**config.mk**
```make
export PLATFORM = sky130hd
export DESIGN_NAME = aes_sbox_pipe
export DESIGN_NICKNAME = d
export VERILOG_FILES = /design/src/rtl/aes_sbox_pkg.sv /design/src/rtl/aes_sbox_pipe_inv_core.sv /design/src/rtl/aes_sbox_pipe.sv
export SDC_FILE = /design/constraint.sdc
export NUM_CORES = 1
export LEC_CHECK = 0
export CORE_UTILIZATION = 55
export CTS_CLUSTER_DIAMETER = 40
export CTS_CLUSTER_SIZE = 30
export DETAILED_ROUTE_END_ITERATION = 10
export DONT_BUFFER_PORTS = 1
export GPL_ROUTABILITY_DRIVEN = 0
export PLACE_DENSITY = 0.7
export SYNTH_ARGS = -nofsm -noshare
export SYNTH_HDL_FRONTEND = slang
export SYNTH_HIERARCHICAL = 1
export SYNTH_SLANG_ARGS = --single-unit
```
**constraint.sdc**
```tcl
create_clock -name clk -period 3.2 [get_ports clk]
set_input_delay 0.48 -clock clk [delete_from_list [all_inputs] [get_ports clk]]
set_output_delay 0.48 -clock clk [all_outputs]
set_load 0.005 [all_outputs]
```
**src/rtl/aes_sbox_pkg.sv**
```systemverilog
// Field constants and arithmetic for the composite-field AES S-box.
// GF(2^2) = x^2+x+1, GF(2^4) = y^2+y+PHI, GF(2^8) = z^2+z+LAMBDA.
// Bit matrices are stored row-wise: row i (index [i]) holds the input-bit
// mask whose parity produces output bit i.
package aes_sbox_pkg;

  localparam logic [1:0] PHI       = 2'b10;
  localparam logic [3:0] LAMBDA    = 4'b1100;
  localparam logic [7:0] AFF_C     = 8'h63;
  localparam logic [7:0] INV_AFF_C = 8'h05;

  typedef logic [7:0][7:0] bmat_t;

  // Forward affine: b_i = a_i ^ a_(i+4) ^ a_(i+5) ^ a_(i+6) ^ a_(i+7).
  localparam bmat_t AFF = {8'hF8, 8'h7C, 8'h3E, 8'h1F,
                           8'h8F, 8'hC7, 8'hE3, 8'hF1};
  // Inverse affine: a_i = b_(i+2) ^ b_(i+5) ^ b_(i+7).
  localparam bmat_t INV_AFF = {8'h52, 8'h29, 8'h94, 8'h4A,
                               8'h25, 8'h92, 8'h49, 8'hA4};

  function automatic logic [1:0] gf4_mul(input logic [1:0] a, input logic [1:0] b);
    logic hh;
    hh = a[1] & b[1];
    return {hh ^ (a[1] & b[0]) ^ (a[0] & b[1]), hh ^ (a[0] & b[0])};
  endfunction

  // In GF(2^2) squaring is also inversion (0 maps to 0).
  function automatic logic [1:0] gf4_sq(input logic [1:0] a);
    return {a[1], a[1] ^ a[0]};
  endfunction

  function automatic logic [3:0] gf16_mul(input logic [3:0] a, input logic [3:0] b);
    logic [1:0] hh, hi, lo;
    hh = gf4_mul(a[3:2], b[3:2]);
    hi = hh ^ gf4_mul(a[3:2], b[1:0]) ^ gf4_mul(a[1:0], b[3:2]);
    lo = gf4_mul(PHI, hh) ^ gf4_mul(a[1:0], b[1:0]);
    return {hi, lo};
  endfunction

  function automatic logic [3:0] gf16_sq(input logic [3:0] a);
    logic [1:0] h2;
    h2 = gf4_sq(a[3:2]);
    return {h2, gf4_mul(PHI, h2) ^ gf4_sq(a[1:0])};
  endfunction

  // Same norm/inverse construction one level down; 0 maps to 0.
  function automatic logic [3:0] gf16_inv(input logic [3:0] a);
    logic [1:0] e, ei;
    e  = gf4_mul(PHI, gf4_sq(a[3:2])) ^ gf4_mul(a[3:2], a[1:0]) ^ gf4_sq(a[1:0]);
    ei = gf4_sq(e);
    return {gf4_mul(a[3:2], ei), gf4_mul(a[3:2] ^ a[1:0], ei)};
  endfunction

  // Full composite-field product, only used to derive the basis change.
  function automatic logic [7:0] gf256_mul(input logic [7:0] a, input logic [7:0] b);
    logic [3:0] hh, hi, lo;
    hh = gf16_mul(a[7:4], b[7:4]);
    hi = hh ^ gf16_mul(a[7:4], b[3:0]) ^ gf16_mul(a[3:0], b[7:4]);
    lo = gf16_mul(LAMBDA, hh) ^ gf16_mul(a[3:0], b[3:0]);
    return {hi, lo};
  endfunction

  function automatic logic [7:0] mat_mul(input bmat_t m, input logic [7:0] x);
    logic [7:0] r;
    for (int i = 0; i < 8; i++) r[i] = ^(m[i] & x);
    return r;
  endfunction

  // GF(2) Gauss-Jordan inversion of a non-singular bit matrix.
  function automatic bmat_t mat_inv(input bmat_t m);
    bmat_t      r, e;
    logic [7:0] tr, te;
    int         piv;
    r = m;
    for (int i = 0; i < 8; i++) e[i] = 8'h01 << i;
    for (int col = 0; col < 8; col++) begin
      piv = col;
      for (int i = 7; i >= col; i--) if (r[i][col]) piv = i;
      tr = r[col]; r[col] = r[piv]; r[piv] = tr;
      te = e[col]; e[col] = e[piv]; e[piv] = te;
      for (int i = 0; i < 8; i++) begin
        if (i != col && r[i][col]) begin
          r[i] = r[i] ^ r[col];
          e[i] = e[i] ^ e[col];
        end
      end
    end
    return e;
  endfunction

  // Find a root beta of the AES polynomial X^8+X^4+X^3+X+1 in the composite
  // field; the map X^j -> beta^j is then a field isomorphism, so column j of
  // MAP is beta^j.
  function automatic bmat_t derive_map();
    logic [7:0] beta, c8, p2, p3, p4, p8, col;
    bmat_t      m;
    beta = 8'h00;
    for (int c = 2; c < 256; c++) begin
      c8 = c[7:0];
      p2 = gf256_mul(c8, c8);
      p3 = gf256_mul(p2, c8);
      p4 = gf256_mul(p2, p2);
      p8 = gf256_mul(p4, p4);
      if (beta == 8'h00 && (p8 ^ p4 ^ p3 ^ c8 ^ 8'h01) == 8'h00) beta = c8;
    end
    m   = '0;
    col = 8'h01;
    for (int j = 0; j < 8; j++) begin
      for (int i = 0; i < 8; i++) m[i][j] = col[i];
      col = gf256_mul(col, beta);
    end
    return m;
  endfunction

  localparam bmat_t MAP     = derive_map();
  localparam bmat_t MAP_INV = mat_inv(MAP);

endpackage

```
**src/rtl/aes_sbox_pipe_inv_core.sv**
```systemverilog
// gf256_inv_core: composite-field GF(2^8) inversion. The first half computes
// the GF(2^4) norm d and its inverse; the second half forms the two output
// multiplies. An optional register between the halves is advanced by the
// parent's stage enable so it behaves as one pipeline stage.
module gf256_inv_core
  import aes_sbox_pkg::*;
#(
  parameter bit REG_MID        = 1'b1,
  parameter bit RST_CLEAR_DATA = 1'b1
) (
  input  logic       clk,
  input  logic       reset_n,
  input  logic       en,
  input  logic [7:0] a,
  output logic [7:0] b
);

  logic [3:0]  ah, al, d, dinv;
  logic [11:0] mid_d, mid_q;

  // Norm d = LAMBDA*ah^2 ^ ah*al ^ al^2 and its inverse, packed with ah/al.
  always_comb begin
    ah    = a[7:4];
    al    = a[3:0];
    d     = gf16_mul(LAMBDA, gf16_sq(ah)) ^ gf16_mul(ah, al) ^ gf16_sq(al);
    dinv  = gf16_inv(d);
    mid_d = {ah, al, dinv};
  end

  generate
    if (REG_MID && RST_CLEAR_DATA) begin : g_mid_clr
      // Mid register, cleared on reset.
      always_ff @(posedge clk or negedge reset_n) begin
        if (!reset_n)  mid_q <= '0;
        else if (en)   mid_q <= mid_d;
      end
    end else if (REG_MID) begin : g_mid_keep
      // Mid register without reset.
      always_ff @(posedge clk) begin
        if (en) mid_q <= mid_d;
      end
    end else begin : g_mid_pass
      assign mid_q = mid_d;
    end
  endgenerate

  // bh = ah*d^-1, bl = (ah^al)*d^-1.
  always_comb begin
    b = {gf16_mul(mid_q[11:8], mid_q[3:0]),
         gf16_mul(mid_q[11:8] ^ mid_q[7:4], mid_q[3:0])};
  end

endmodule

```
**src/rtl/aes_sbox_pipe.sv**
```systemverilog
// aes_sbox_pipe: 4-stage AES SubBytes / InvSubBytes with a per-byte mode bit.
// S1 maps into the composite field, S2/S3 invert (gf256_inv_core), S4 maps
// back and applies the forward affine when needed. S4 is the output register.
//
// Handshake: a transfer happens on a rising edge where valid & ready are both
// high; valid, once raised, holds with stable data until accepted. Each stage
// i advances when rdy_i = !v_i | rdy_(i+1) (rdy past S4 is out_ready), so
// bubbles collapse and in_ready is combinational from out_ready.
module aes_sbox_pipe
  import aes_sbox_pkg::*;
#(
  parameter int TAG_W          = 8,
  parameter bit RST_CLEAR_DATA = 1'b1
) (
  input  logic             clk,
  input  logic             reset_n,
  input  logic             in_valid,
  output logic             in_ready,
  input  logic             in_inv,
  input  logic [7:0]       in_data,
  input  logic [TAG_W-1:0] in_tag,
  output logic             out_valid,
  input  logic             out_ready,
  output logic [7:0]       out_data,
  output logic [TAG_W-1:0] out_tag
);

  typedef struct packed {
    logic             inv1;
    logic [7:0]       a1;
    logic [TAG_W-1:0] tag1;
    logic             inv2;
    logic [TAG_W-1:0] tag2;
    logic             inv3;
    logic [7:0]       b3;
    logic [TAG_W-1:0] tag3;
    logic [7:0]       y4;
    logic [TAG_W-1:0] tag4;
  } pipe_t;

  logic       v1, v2, v3, v4;
  logic       rdy1, rdy2, rdy3, rdy4;
  logic       ld1, ld2, ld3, ld4;
  pipe_t      q, d;
  logic [7:0] a_pre, a_next, lin, y_next, core_b;

  assign rdy4      = !v4 | out_ready;
  assign rdy3      = !v3 | rdy4;
  assign rdy2      = !v2 | rdy3;
  assign rdy1      = !v1 | rdy2;
  assign in_ready  = rdy1;
  assign out_valid = v4;
  assign out_data  = q.y4;
  assign out_tag   = q.tag4;

  assign ld1 = rdy1 & in_valid;
  assign ld2 = rdy2 & v1;
  assign ld3 = rdy3 & v2;
  assign ld4 = rdy4 & v3;

  // Stage valids: always reset, shift whenever the stage is ready.
  always_ff @(posedge clk or negedge reset_n) begin
    if (!reset_n) begin
      v1 <= 1'b0;
      v2 <= 1'b0;
      v3 <= 1'b0;
      v4 <= 1'b0;
    end else begin
      if (rdy1) v1 <= in_valid;
      if (rdy2) v2 <= v1;
      if (rdy3) v3 <= v2;
      if (rdy4) v4 <= v3;
    end
  end

  // S1 input map and S4 output map.
  always_comb begin
    a_pre  = in_inv ? (mat_mul(INV_AFF, in_data) ^ INV_AFF_C) : in_data;
    a_next = mat_mul(MAP, a_pre);
    lin    = mat_mul(MAP_INV, q.b3);
    y_next = q.inv3 ? lin : (mat_mul(AFF, lin) ^ AFF_C);
  end

  gf256_inv_core #(
    .REG_MID        (1'b1),
    .RST_CLEAR_DATA (RST_CLEAR_DATA)
  ) u_inv_core (
    .clk     (clk),
    .reset_n (reset_n),
    .en      (ld2),
    .a       (q.a1),
    .b       (core_b)
  );

  // Next-state of the data registers: each stage loads only on a transfer.
  always_comb begin
    d = q;
    if (ld1) begin
      d.inv1 = in_inv;
      d.a1   = a_next;
      d.tag1 = in_tag;
    end
    if (ld2) begin
      d.inv2 = q.inv1;
      d.tag2 = q.tag1;
    end
    if (ld3) begin
      d.inv3 = q.inv2;
      d.b3   = core_b;
      d.tag3 = q.tag2;
    end
    if (ld4) begin
      d.y4   = y_next;
      d.tag4 = q.tag3;
    end
  end

  generate
    if (RST_CLEAR_DATA) begin : g_data_clr
      // Data registers, cleared on reset.
      always_ff @(posedge clk or negedge reset_n) begin
        if (!reset_n) q <= '0;
        else          q <= d;
      end
    end else begin : g_data_keep
      // Data registers without reset.
      always_ff @(posedge clk) begin
        q <= d;
      end
    end
  endgenerate

endmodule
```
* Word level (Yosys, flattened, before mapping)
Cells that the tools add are included.
W data, S select, Z words.
** Storage, ports and cells
- Register bits after elaboration :: 75
- Bits in latches :: 0
- RAM bits :: 0
- ROM bits :: 0
- Output and inout bits :: 18
- Logic and storage cells :: 203
- Memories kept :: 0
** Cells by class
- Add/sub/neg operators :: 0
- $mul :: 0
- Divide/modulo/power cells :: 0
- Magnitude comparators :: 0
- Equal/unequal tests :: 0
- Shift operators :: 0
- Multiplexer cells :: 2
- Bitwise logic cells :: 150
- Reduce and logical (&&, ||, !) cells :: 36
** Operator list (count)
- $reduce_xor A8 Y1 :: 32
- $and A1 B1 Y1 :: 64
- $xor A1 B1 Y1 :: 62
- $xor A2 B2 Y2 :: 15
- $mux W8 :: 2
- $xor A4 B4 Y4 :: 3
- $logic_not A1 Y1 :: 4
- $not A4 Y4 :: 1
- $or A1 B1 Y1 :: 4
- $not A2 Y2 :: 1

* Logic depth before layout (Yosys ltp)
- Depth in word-level cells :: 17
- Gate-level depth with buffers :: 14
- Gate-level depth less buffers :: 12

* Modules after synthesis
The synthesis kept the hierarchy.
** Modules (own cells, without submodules)
- aes_sbox_pipe :: instances 1, cells each 249, area each 3131.8 um2, seq. area each 1576.5 um2
- gf256_inv_core :: instances 1, cells each 221, area each 1775.5 um2, seq. area each 300.3 um2

* Least setup slack after synthesis
OpenSTA, ideal clock, no wires.
- Path kind :: register to register
- Start :: reg q[56] in the netlist's numbering
- End :: reg u_inv_core.mid_q[1]
- Library setup time :: 0.104 ns
- Arrival time :: 2.824 ns
- Path slack :: 0.272 ns
- Stages on the path, launching flop included :: 13
- Buffers on the path :: 3
- Cell sequence :: dfrtp_1 buf_4 mux2_2 o211ai_1 and3_1 clkbuf_1 or2_1 inv_1 ha_1 buf_1 nor2_1 a2111o_1 o41ai_2
** Between the ends
- Cells in the longest elaborated chain, start to end :: 17
- Elaborated cells on any way between the ends :: 41
- Those cells by class :: bitwise: 41
** Ends and longest elaborated chain
- start: declaration :: RTL line aes_sbox_pipe.sv:44 : pipe_t q, d;
- start signal: assignment :: RTL line aes_sbox_pipe.sv:122 : if (!reset_n) q <= '0;
- start signal: assignment :: RTL line aes_sbox_pipe.sv:123 : else q <= d;
- $xor A1 B1 Y1 :: RTL line aes_sbox_pkg.sv:29 : return {a[1], a[1] ^ a[0]};
- $xor A1 B1 Y1 :: RTL line aes_sbox_pkg.sv:24 : return {hh ^ (a[1] & b[0]) ^ (a[0] & b[1]), hh ^ (a[0] & b[0])};
- $xor A2 B2 Y2 :: RTL line aes_sbox_pkg.sv:43 : return {h2, gf4_mul(PHI, h2) ^ gf4_sq(a[1:0])};
- $xor A1 B1 Y1 (2 in series) :: RTL line aes_sbox_pkg.sv:24
- $xor A2 B2 Y2 :: RTL line aes_sbox_pkg.sv:35 : hi = hh ^ gf4_mul(a[3:2], b[1:0]) ^ gf4_mul(a[1:0], b[3:2]);
- $xor A4 B4 Y4 (*) (2 in series) :: RTL line aes_sbox_pipe_inv_core.sv:25 : d = gf16_mul(LAMBDA, gf16_sq(ah)) ^ gf16_mul(ah, al) ^ gf16_sq(al);
- $and A1 B1 Y1 (on tied branches) :: RTL line aes_sbox_pkg.sv:23, aes_sbox_pkg.sv:24
- $xor A1 B1 Y1 (2 in series) :: RTL line aes_sbox_pkg.sv:24
- $xor A2 B2 Y2 (2 in series) :: RTL line aes_sbox_pkg.sv:49 : e = gf4_mul(PHI, gf4_sq(a[3:2])) ^ gf4_mul(a[3:2], a[1:0]) ^ gf4_sq(a[1:0]);
- $xor A1 B1 Y1 :: RTL line aes_sbox_pkg.sv:29
- $and A1 B1 Y1 :: RTL line aes_sbox_pkg.sv:24
- $xor A1 B1 Y1 :: RTL line aes_sbox_pkg.sv:24
- $xor A1 B1 Y1 (*) :: RTL line aes_sbox_pkg.sv:24
- end signal: assignment :: RTL line aes_sbox_pipe_inv_core.sv:35 : else if (en) mid_q <= mid_d;
- end: declaration :: RTL line aes_sbox_pipe_inv_core.sv:19 : logic [11:0] mid_d, mid_q;
Every way passes the cells marked *; elsewhere a longest branch is shown, timed or not.
A chain may end at the register's enable or synchronous reset.

* Worst setup path in the final report
- Start :: reg q[52] in the netlist's numbering
- End :: reg u_inv_core.mid_q[1]
** Between the ends
- Cells in the longest elaborated chain, start to end :: 16
- Elaborated cells on any way between the ends :: 38
- Those cells by class :: bitwise: 38
** Ends and longest elaborated chain (RTL line)
- $and A1 B1 Y1 :: aes_sbox_pkg.sv:24
- $xor A1 B1 Y1 (2 in series) :: aes_sbox_pkg.sv:24
- $xor A2 B2 Y2 or $xor A1 B1 Y1 (tied branches) :: aes_sbox_pkg.sv:35, aes_sbox_pkg.sv:24
- $xor A2 B2 Y2 (on tied branches) :: aes_sbox_pkg.sv:35, aes_sbox_pkg.sv:36
- $xor A4 B4 Y4 :: aes_sbox_pipe_inv_core.sv:25
- $xor A4 B4 Y4 (*) :: aes_sbox_pipe_inv_core.sv:25
- $and A1 B1 Y1 (on tied branches) :: aes_sbox_pkg.sv:23, aes_sbox_pkg.sv:24
- $xor A1 B1 Y1 (2 in series) :: aes_sbox_pkg.sv:24
- $xor A2 B2 Y2 (2 in series) :: aes_sbox_pkg.sv:49
- $xor A1 B1 Y1 :: aes_sbox_pkg.sv:29
- $and A1 B1 Y1 :: aes_sbox_pkg.sv:24
- $xor A1 B1 Y1 :: aes_sbox_pkg.sv:24
- $xor A1 B1 Y1 (*) :: aes_sbox_pkg.sv:24
Marks and branches as above.

==> impl_metrics.json <==
{
  "run_status": "completed",
  "synth_largest_area_cell": "sky130_fd_sc_hd__dfrtp_1",
  "synthToLayoutAreaGrowth_pct": 3.77,
  "yosys_register_bits": 75,
  "total_leakage_power_nw": 2.15,
  "tritoncts": "yes",
  "syn_inst": 470,
  "antenna_found_initial": 0,
  "area_occupied_by_registers_mm2": 0.00188,
  "antenna_cells": 0,
  "final_max_slew_viol_count": 0,
  "place.detailed.hpwl_um": 6100,
  "final_design_area_no_fill_mm2": 0.00509,
  "number_of_enable_flip_flop_cells_after_synthesis": 0,
  "syn_nets": 492,
  "grt_pass1_vias": 3085,
  "grt_use_total_pct": 20.6,
  "floorplan.die_area_mm2": 0.00930,
  "yosys_most_used_dff": "sky130_fd_sc_hd__dfrtp_1",
  "worst_reg_to_reg_cells": 10,
  "yosys.cell_count.top_type": "sky130_fd_sc_hd__dfrtp_1",
  "synth-seq-area-share_pct": 38.2,
  "cap_violations": 0,
  "crit_path_start": "q[52]",
  "total_number_of_clock_tree_sinks": 75,
  "clock_path_buffers": 2,
  "worstHoldPathType": "input pin to async pin",
  "number_of_post_cts_setup_repair_buffers": 0,
  "post-layout-total-power_mw": 6.37,
  "fin_tns_setup_ns": 0,
  "route.detailed.wl_per_inst_um": 15.3,
  "required_arrival_time_at_the_worst_endpoint_ns": 3.46,
  "critical_path.endpoint": "u_inv_core/mid_q[1]",
  "final_core_util_pct": 58.7,
  "insertion_delay_ns": 0.36,
  "grt_first_pass_wirelength_um": 14600,
  "drt_iter0_markers": 134,
  "grt_setup_unrepaired": "false",
  "pre_cts_ws_ns": 0.213,
  "drive_gt1_share_pct": 21.9,
  "chipHeight_um": 96.5,
  "floorplan.initialDensity_pct": 56.5,
  "finClkSkew_ns": 0.0102,
  "fp-row-count": 34,
  "remaining_drc_errors": 0,
  "floorplan.io_pins": 39,
  "finalHoldViolations": 0,
  "numCtsBuffers": 9,
  "worst_r2r_end": "u_inv_core/mid_q[1]",
  "fillerInstances": 762,
  "final_net_count": 464,
  "setup.reg_to_reg.worst_slack_ns": 0.23,
  "final_setup_violation_count": 0,
  "overflow": 0,
  "routed_wl_um": 8520,
  "die_x_um": 96.5,
  "synthesis.area_mm2": 0.00491,
  "worstSetupStartpointType": "flop",
  "critPathCaptureType": "flop",
  "dr_total_vias": 3164,
  "clock_slew_at_reported_path_ffs_ns": 0.08,
  "core_region_area_mm2": 0.00868,
  "postSynth.asyncResetShare_pct": 100,
  "worst_setup_path_class": "flop to flop",
  "relSlewSlack_pct": 54.1,
  "vdd_drop_max_mv": 0.841,
  "crit-reg2reg-launch": "q[52]",
  "fin_crit_period_ns": 2.97,
  "yosys-top-cells-count": "75 x sky130_fd_sc_hd__dfrtp_1, 57 x sky130_fd_sc_hd__mux2_2, 50 x sky130_fd_sc_hd__nand2_1",
  "worst_case_setup_margin_in_the_final_layout_ns": 0.229,
  "fin_crit_sh_pct": 92.9,
  "count_of_distinct_cell_types_in_the_synthesized_netlist": 55,
  "cts_max_level": 3,
  "post_drt_via_cell_ratio": 5.70,
  "path_max_fanout": 15,
  "multi_input_combinational_cell_area_mm2": 0.00273,
  "synth_top_area_share_pct": 38.2,
  "placedInstanceArea_mm2": 0.00483,
  "grt_max_degree": 76,
  "avgSynthCellArea_um2": 10.4,
  "antenna_left": 0,
  "worst_pin_slew_ns": 0.687,
  "ys_warn_count": 6,
  "cts.root.buffer_cell": "sky130_fd_sc_hd__clkbuf_8",
  "fmaxAchievable_mhz": 337,
  "synth.top_cells.by_area": "sky130_fd_sc_hd__dfrtp_1 38%, sky130_fd_sc_hd__mux2_2 13%, sky130_fd_sc_hd__xnor2_1 8.0%",
  "arrival_time_worst_endpoint_ns": 3.23,
  "pre_antenna_drt_iters": 4,
  "power.density_mw_per_mm2": 1250,
  "buffer_ports.inserted": 0
}
-- cells by family (layout without fill, tap and decap cells) --
group / Yosys count / in the layout / synth area share (%)
AOI/OAI and AO/OA: 75 / 75 / 10.3
xor gates and xnor gates: 82 / 82 / 18.3
adders and majority gates: 1 / 1 / 0.255
buffers and inverters: 57 / 34 / 6.14
DFF: 75 / 75 / 38.2
muxes: 72 / 72 / 16.4
and+or+nand+nor: 108 / 108 / 10.2
-- placed cells by master (no fill, tap or decap), types with 3 or more instances in the layout --
| cell type | instances |
|---|---|
| sky130_fd_sc_hd__clkbuf_8 | 9 |
| sky130_fd_sc_hd__nor2_1 | 23 |
| sky130_fd_sc_hd__nor2b_1 | 4 |
| sky130_fd_sc_hd__nor3_1 | 5 |
| sky130_fd_sc_hd__nand2b_1 | 10 |
| sky130_fd_sc_hd__o211ai_1 | 5 |
| sky130_fd_sc_hd__inv_1 | 9 |
| sky130_fd_sc_hd__dfrtp_1 | 71 |
| sky130_fd_sc_hd__nand2_1 | 50 |
| sky130_fd_sc_hd__nand3b_1 | 4 |
| sky130_fd_sc_hd__inv_6 | 3 |
| sky130_fd_sc_hd__xnor3_1 | 5 |
| sky130_fd_sc_hd__a22oi_1 | 4 |
| sky130_fd_sc_hd__dfrtp_2 | 4 |
| sky130_fd_sc_hd__o21ai_0 | 26 |
| sky130_fd_sc_hd__buf_4 | 7 |
| sky130_fd_sc_hd__xor2_1 | 23 |
| sky130_fd_sc_hd__xnor2_1 | 45 |
| sky130_fd_sc_hd__mux2_2 | 57 |
| sky130_fd_sc_hd__mux2i_1 | 12 |
| sky130_fd_sc_hd__nand4b_1 | 4 |
| sky130_fd_sc_hd__xnor2_2 | 3 |
| sky130_fd_sc_hd__a21oi_1 | 14 |
-- layout make-up --
type / count / area share [%]
repair buffers: 8 / 1.57
clock buffers: 9 / 2.43
multi-input cells: 338 / 53.6
flip-flops and latches: 75 / 37.0
well taps: 108 / 2.65
inverters: 10 / 0.737
clock inverters: 7 / 2.06
-- report_power, final --
part           switching (mW)  leakage [nW]  internal, mW
Sequential              0.471         0.884          1.32
Clock                   0.390         0.113         0.453
Combinational            1.82          1.15          1.92
Total                    2.68          2.15          3.69
-- per-layer routing --
metal	GRT usage, %	wire length, µm	up-vias
met4	6.50	127	0
li1	-	-	1542
met2	35.6	4180	68
met3	4.38	336	10
met5	0	0	-
met1	25.6	3870	1544
-- worst max-delay path: stages, from the launching register on --
cell	delay, ns
sky130_fd_sc_hd__dfrtp_2	0.51
sky130_fd_sc_hd__mux2_2	0.30
sky130_fd_sc_hd__o211ai_1	0.21
sky130_fd_sc_hd__and3_1	0.30
sky130_fd_sc_hd__or2_1	0.23
sky130_fd_sc_hd__inv_1	0.11
sky130_fd_sc_hd__ha_1	0.40
sky130_fd_sc_hd__nand2_1	0.13
sky130_fd_sc_hd__o32ai_1	0.10
sky130_fd_sc_hd__a2111o_1	0.39
sky130_fd_sc_hd__o41ai_2	0.19
-- through the flow --
stage | std cells | hold WS (ns)
after floorplan | 470 | 0.184
after global placement | 538 | 0.186
after detailed placement | 538 | 0.186
after CTS | 555 | 0.00974
after global routing | 555 | 0.0310
final | 555 | 0.00159
-- state kept, by name, summed over array words and instances, names as in the netlist --
register and cells:
q 43, u_inv_core/mid_q 12, out_data 8, out_tag 8, out_valid 1, v1 1, v2 1, v3 1
-- timing repair --
action                     in CTS  in global routing
gates resized for setup         0                  4
hold endpoints to repair       75                  0
setup endpoints to repair       0                  2
hold buffers                    1                  0
-- worst min path at each step --
stage                     startpoint  slack [ns]  cells past startpoint           to
after floorplan              reset_n        0.18                      0  out_data[0]
after global placement       reset_n        0.19                      0   out_tag[3]
after detailed placement     reset_n        0.19                      0   out_tag[3]
after CTS                    reset_n        0.01                      1           v1
after global routing         reset_n        0.03                      1   out_tag[0]
final                        reset_n       0.002                      1   out_tag[0]
No activity file was read; power rests on OpenSTA's default activity.
